<file path="src/rtl/uart_tx.sv">
`default_nettype none
// ============================================================================
// Module   : uart_tx
// Brief    : FIFO-draining UART transmitter, LSB-first 8N1.
//            Define UART_TX_PARITY_EN to insert an even-parity bit before stop.
// Revision : 1.0
// ============================================================================
module uart_tx #(
  parameter int W             = 8,
  parameter int CLKS_PER_BAUD = 868,
  parameter int CNT_W         = 16
) (
  input  logic         clk,
  input  logic         i_rst_n,
  input  logic [W-1:0] i_data,
  input  logic         i_empty,
  output logic         o_rd,
  output logic         o_tx,
  output logic         o_busy
);

  localparam int         c_IDX_W  = (W > 1) ? $clog2(W) : 1;
  localparam logic [2:0] c_IDLE   = 3'd0;
  localparam logic [2:0] c_START  = 3'd1;
  localparam logic [2:0] c_DATA   = 3'd2;
  localparam logic [2:0] c_STOP   = 3'd4;
`ifdef UART_TX_PARITY_EN
  localparam logic [2:0] c_PARITY = 3'd3;
`endif

  logic [2:0]         r_state;
  logic [2:0]         w_state_nxt;
  logic [CNT_W-1:0]   r_cnt;
  logic [c_IDX_W-1:0] r_idx;
  logic [c_IDX_W-1:0] w_idx_nxt;
  logic [W-1:0]       r_shift;
  logic [W-1:0]       w_shift_nxt;
  logic               r_tx;
  logic               w_tx_nxt;
  logic               w_wrap;
  logic               w_last;
  logic               w_pop;

  assign w_wrap = (r_cnt == CNT_W'(CLKS_PER_BAUD - 1));
  assign w_last = (r_idx == c_IDX_W'(W - 1));
  assign w_pop  = (r_state == c_IDLE) && !i_empty && i_rst_n;
  assign o_tx   = r_tx;

  always_ff @(posedge clk or negedge i_rst_n) begin
    if (!i_rst_n) begin
      r_state <= c_IDLE;
      r_cnt   <= '0;
      r_idx   <= '0;
      r_shift <= '0;
      r_tx    <= 1'b1;
    end else begin
      r_state <= w_state_nxt;
      // Counter is parked at zero in IDLE so every bit gets a full period.
      r_cnt   <= (r_state == c_IDLE || w_wrap) ? '0 : r_cnt + CNT_W'(1);
      r_idx   <= w_idx_nxt;
      r_shift <= w_shift_nxt;
      r_tx    <= w_tx_nxt;
    end
  end

`ifdef UART_TX_PARITY_EN
  logic r_par;

  always_ff @(posedge clk or negedge i_rst_n) begin
    if (!i_rst_n) begin
      r_par <= 1'b0;
    end else if (w_pop) begin
      r_par <= ^i_data;
    end
  end
`endif

  always_comb begin
    w_state_nxt = r_state;
    w_idx_nxt   = r_idx;
    w_shift_nxt = r_shift;
    case (r_state)
      c_IDLE: begin
        if (w_pop) begin
          w_state_nxt = c_START;
          w_shift_nxt = i_data;
        end
      end
      c_START: begin
        if (w_wrap) begin
          w_state_nxt = c_DATA;
          w_idx_nxt   = '0;
        end
      end
      c_DATA: begin
        if (w_wrap) begin
          w_shift_nxt = r_shift >> 1;
          w_idx_nxt   = r_idx + c_IDX_W'(1);
          if (w_last) begin
`ifdef UART_TX_PARITY_EN
            w_state_nxt = c_PARITY;
`else
            w_state_nxt = c_STOP;
`endif
          end
        end
      end
`ifdef UART_TX_PARITY_EN
      c_PARITY: begin
        if (w_wrap) w_state_nxt = c_STOP;
      end
`endif
      c_STOP: begin
        if (w_wrap) w_state_nxt = c_IDLE;
      end
      default: w_state_nxt = c_IDLE;
    endcase
  end

  // Line level is derived from the upcoming state so o_tx is a clean flop output.
  always_comb begin
    o_rd   = w_pop;
    o_busy = (r_state != c_IDLE);
    case (w_state_nxt)
      c_START:  w_tx_nxt = 1'b0;
      c_DATA:   w_tx_nxt = w_shift_nxt[0];
`ifdef UART_TX_PARITY_EN
      c_PARITY: w_tx_nxt = r_par;
`endif
      default:  w_tx_nxt = 1'b1;
    endcase
  end

endmodule
`default_nettype wire

</file>
<file path="config.mk">
export PLATFORM = sky130hd
export DESIGN_NAME = uart_tx
export DESIGN_NICKNAME = d
export VERILOG_FILES = /design/src/rtl/uart_tx.sv
export SDC_FILE = /design/constraint.sdc
export NUM_CORES = 1
export LEC_CHECK = 0
export BUFFER_PORTS_ARGS = -buffer_cell sky130_fd_sc_hd__buf_4
export CORE_MARGIN = 10
export CORE_UTILIZATION = 50
export CTS_CLUSTER_DIAMETER = 120
export DETAILED_ROUTE_END_ITERATION = 12
export GPL_ROUTABILITY_DRIVEN = 0
export PLACE_DENSITY = 0.7
export SLEW_MARGIN = 0
export SYNTH_ARGS = -nofsm -noshare
export SYNTH_HDL_FRONTEND = slang
export SYNTH_SLANG_ARGS = --single-unit
</file>
<file path="constraint.sdc">
create_clock -name clk -period 1.9 [get_ports clk]
set_input_delay 0.38 -clock clk [delete_from_list [all_inputs] [get_ports clk]]
set_output_delay 0.38 -clock clk [all_outputs]
set_load 0.02 [all_outputs]
</file>
==> metrics.txt <==
# TYPE chip_impl_metric gauge
chip_impl_metric{name="setup-violations-final",unit=""} 11
chip_impl_metric{name="r2r_cells",unit=""} 6
chip_impl_metric{name="post_route_cells_drive_above_1_share",unit=""} 0.382
chip_impl_info{name="reg2reg_to",value="r_shift[0]"} 1
chip_impl_metric{name="die_y",unit="µm"} 74.0
chip_impl_metric{name="clock_sinks",unit=""} 31
chip_impl_metric{name="globalRouteOverflowTotal",unit=""} 0
chip_impl_metric{name="grt_start_max_net_pins",unit=""} 32
chip_impl_metric{name="cp.required",unit="ns"} 2.13
chip_impl_metric{name="grt_first_pass_wirelength",unit="µm"} 5630
chip_impl_metric{name="power.density",unit="nW/µm²"} 1000
chip_impl_metric{name="cp_data_arrival_time",unit="ns"} 2.22
chip_impl_metric{name="cpPeakStageDelay",unit="ns"} 0.55
chip_impl_metric{name="combinationalPowerShare",unit=""} 0.251
chip_impl_info{name="rr_startpoint",value="r_cnt[7]"} 1
chip_impl_info{name="violations",value="setup timing"} 1
chip_impl_metric{name="postLayoutSetupSlackWorst",unit="ns"} -0.0928
chip_impl_metric{name="drt_drc_violations_left",unit=""} 0
chip_impl_metric{name="finalClockSkew",unit="ns"} 0.00678
chip_impl_metric{name="worst_ir_drop_vdd",unit="µV"} 1210
chip_impl_info{name="critPathLaunchType",value="flop"} 1
chip_impl_metric{name="yosysWarningCount",unit=""} 0
chip_impl_metric{name="sw_frac_of_total",unit=""} 0.272
chip_impl_metric{name="fp.dieArea",unit="µm²"} 5470
chip_impl_metric{name="design_area",unit="µm²"} 1990
chip_impl_metric{name="die_x",unit="µm"} 74.0
chip_impl_info{name="flip_flop_cell_with_the_highest_count_after_synthesis",value="dfrtp_1"} 1
chip_impl_metric{name="critical_path.n_buffers_inverters",unit=""} 2
chip_impl_metric{name="drv.max_cap_violation_count",unit=""} 0
chip_impl_metric{name="finalSetupTns",unit="ns"} -0.442
chip_impl_metric{name="drt_pre_antenna_iters",unit=""} 4
chip_impl_metric{name="yosysTopAreaCellShare",unit=""} 0.515
chip_impl_metric{name="io-pin-count",unit=""} 14
chip_impl_info{name="cts_root_buffer",value="clkbuf_4"} 1
chip_impl_info{name="worst_path_max_delay_cell",value="or4_4"} 1
chip_impl_metric{name="drt.antenna.violating_nets",unit=""} 0
chip_impl_metric{name="timing.fmax",unit="MHz"} 502
chip_impl_metric{name="area_growth_syn_to_layout",unit="%"} 36.6
chip_impl_metric{name="netlist_instances",unit=""} 138
chip_impl_metric{name="multi_input_comb_area",unit="µm²"} 719
chip_impl_metric{name="routed_wl",unit="µm"} 3330
chip_impl_metric{name="placeableCoreArea",unit="µm²"} 2780
chip_impl_info{name="min-delay-path-class",value="input port to async pin"} 1
chip_impl_info{name="yosys.area.top_type",value="dfrtp_1"} 1
chip_impl_info{name="list_of_cells_traversed_by_the_critical_path",value="or4_4, nor4_4, buf_4, a21oi_2, a221oi_2, inv_1"} 1
chip_impl_metric{name="p_seq_frac",unit=""} 0.422
chip_impl_metric{name="finalCritPeriodShare",unit=""} 1.05
chip_impl_metric{name="postPlaceCellArea",unit="µm²"} 1710
chip_impl_metric{name="port_buffers",unit=""} 13
chip_impl_metric{name="intPower",unit="mW"} 1.45
chip_impl_info{name="outcome",value="finished, violations left"} 1
chip_impl_metric{name="netlist_area",unit="µm²"} 1460
chip_impl_metric{name="numCtsBuffers",unit=""} 5
chip_impl_metric{name="initialDrtViolationCount",unit=""} 73
chip_impl_metric{name="power.leakage",unit="nW"} 0.953
chip_impl_metric{name="slew_headroom",unit=""} 0.590
chip_impl_metric{name="synth.yosys.seq_area_share",unit=""} 0.534
chip_impl_metric{name="grt_util_all_layers",unit=""} 0.134
chip_impl_metric{name="clock_insertion_delay_worst_skew",unit="ns"} 0.34
chip_impl_metric{name="htreeDepth",unit=""} 2
chip_impl_metric{name="avgSynthCellArea",unit="µm²"} 10.6
chip_impl_metric{name="yosysUniqueCellTypes",unit=""} 34
chip_impl_metric{name="final_net_count",unit=""} 199
chip_impl_metric{name="synth_edf_count",unit=""} 0
chip_impl_metric{name="finalWorstPathRequiredPeriod",unit="ns"} 1.99
chip_impl_metric{name="synth-async-reset-ratio",unit=""} 1.00
chip_impl_metric{name="timing_max_transition_violations_final",unit=""} 0
chip_impl_metric{name="first_global_vias",unit=""} 1201
chip_impl_info{name="setup.worst_path.end_class",value="flop"} 1
chip_impl_metric{name="synth.ff_latch_count",unit=""} 31
chip_impl_metric{name="via_per_inst",unit=""} 5.45
chip_impl_metric{name="grt_antenna_before_repair",unit=""} 0
chip_impl_metric{name="slew_worst_pin",unit="ns"} 0.614
chip_impl_metric{name="total_switching_power",unit="mW"} 0.541
chip_impl_metric{name="reg2reg_setup_slack",unit="ns"} -0.09
chip_impl_metric{name="minimum_setup_slack_after_placement",unit="ns"} -0.0943
chip_impl_metric{name="hpwl_dp",unit="µm"} 2150
chip_impl_metric{name="floorplan.rows",unit=""} 19
chip_impl_metric{name="nets_in_the_synthesized_netlist",unit=""} 152
chip_impl_metric{name="p_clk_frac",unit=""} 0.327
chip_impl_metric{name="power",unit="mW"} 1.99
chip_impl_metric{name="dr_total_vias",unit=""} 1183
chip_impl_metric{name="ctsLongestPathBuffers",unit=""} 2
chip_impl_metric{name="clkSlewWorstSetupHoldPaths",unit="ns"} 0.10
chip_impl_metric{name="fillCellCount",unit=""} 200
chip_impl_metric{name="effective_utilization_at_floorplan",unit=""} 0.524
chip_impl_metric{name="num_antenna_cells",unit=""} 0
chip_impl_info{name="yosys-top-cells-area",value="dfrtp_1, xor2_1, nand2_1"} 1
chip_impl_info{name="rsz0062_at_grt",value="yes"} 1
chip_impl_metric{name="wl_per_cell",unit="µm"} 15.4
chip_impl_metric{name="report.final.hold_viol_count",unit=""} 0
chip_impl_info{name="timing_worst_setup_path_type",value="flop to flop"} 1
chip_impl_metric{name="crit_fanout",unit=""} 3
chip_impl_metric{name="register_area",unit="µm²"} 777
chip_impl_info{name="tritoncts",value="built"} 1
chip_impl_info{name="timing.critical_path.max_delay_family",value="simple AND/OR/NAND/NOR gates"} 1
layout by cell type (no fill, tap or decap), drive strengths merged, types with 4 or more instances in the layout:
master	n
buf	43
dfrtp	30
nand2	21
nor2	19
xor2	9
a22oi	6
xnor2	5
clkbuf	5
nand4	4
inv	4
nor3b	4
state kept, by name, summed over array words and instances (netlist names):
register	cells
r_shift	8
r_cnt	16
o_tx	1
r_idx	3
r_state	3
power by group through the flow:
stage / sequential (mW) / clock, mW / combinational, mW
global placement: 0.834 / 0 / 0.366
detailed placement: 0.837 / 0 / 0.381
floorplan: 0.841 / 0 / 0.204
finish: 0.840 / 0.650 / 0.501
global route: 0.852 / 0.701 / 0.551
CTS: 0.834 / 0.663 / 0.449
cell usage after synthesis, drive strengths merged (2+ instances only):
cell	number
and3	2
nor3b	4
xor2	9
nand2	21
and2	2
a21oi	3
o21ai	2
ha	3
buf	2
or4	3
a22o	3
or3	2
xnor2	5
nand4	4
dfrtp	30
nor2	19
inv	4
a22oi	6
nand3	3
worst reg2reg max path: cells and delay by family, from the launching register on:
family / cells / cell delay, ns
compound gates: 2 / 0.35
simple gates: 2 / 0.88
flops: 1 / 0.41
buf+inv: 2 / 0.24
layout make-up:
cell class	instances	share of cell area
sequential	31	0.391
multi-input combinational	100	0.362
timing repair buffer	43	0.168
clock inverter	3	0.0340
tap	31	0.0195
clock buffer	5	0.0189
inverter	4	0.00755
metrics by stage:
stage | utilization | hold WS (ns) | instances
floorplan | - | 0.0844 | 138
global placement | 0.616 | 0.426 | 198
detailed placement | 0.616 | 0.429 | 198
CTS | 0.686 | 0.0460 | 213
global route | 0.715 | 0.0486 | 217
finish | 0.715 | 0.0495 | 217
how the worst max path moves through the flow:
stage / start / end / slack, ns / depth (start not counted)
6_report: r_cnt[7] / r_shift[0] / -0.09 / 6
5_1_grt: r_cnt[7] / o_tx / -0.18 / 6
4_1_cts: r_state[2] / o_rd / -0.03 / 4
3_5_place_dp: r_cnt[0] / r_cnt[10] / -0.09 / 7
3_3_place_gp: r_cnt[7] / r_cnt[12] / -0.05 / 6
2_1_floorplan: r_state[0] / o_rd / -0.002 / 3
what timing repair did:
item / in CTS / in global routing
endpoints found under the hold margin: 0 / 0
pin swaps: 3 / 6
hold buffers: 0 / 0
gates resized for setup: 8 / 13
endpoints found under the setup margin: 22 / 31
setup buffers: 7 / 4
kinds of logic (layout without fill, tap and decap cells):
logic type,count (synthesis),count (layout),share of synthesized area
compound gates,16,16,0.0842
xor+xnor,14,14,0.0842
fa+ha+maj,3,3,0.0258
buf+inv,7,55,0.0258
flops,31,31,0.534
mux,1,1,0.00773
simple gates,66,66,0.239
layer usage:
layer  up-vias  GRT usage  wire length [µm]
li1        572          -                 -
met5         -          0                 0
met2        26      0.201              1640
met4         0     0.0745                61
met3         8     0.0439               143
met1       577      0.167              1490
Note: power is estimated with default switching activity, not from simulation.
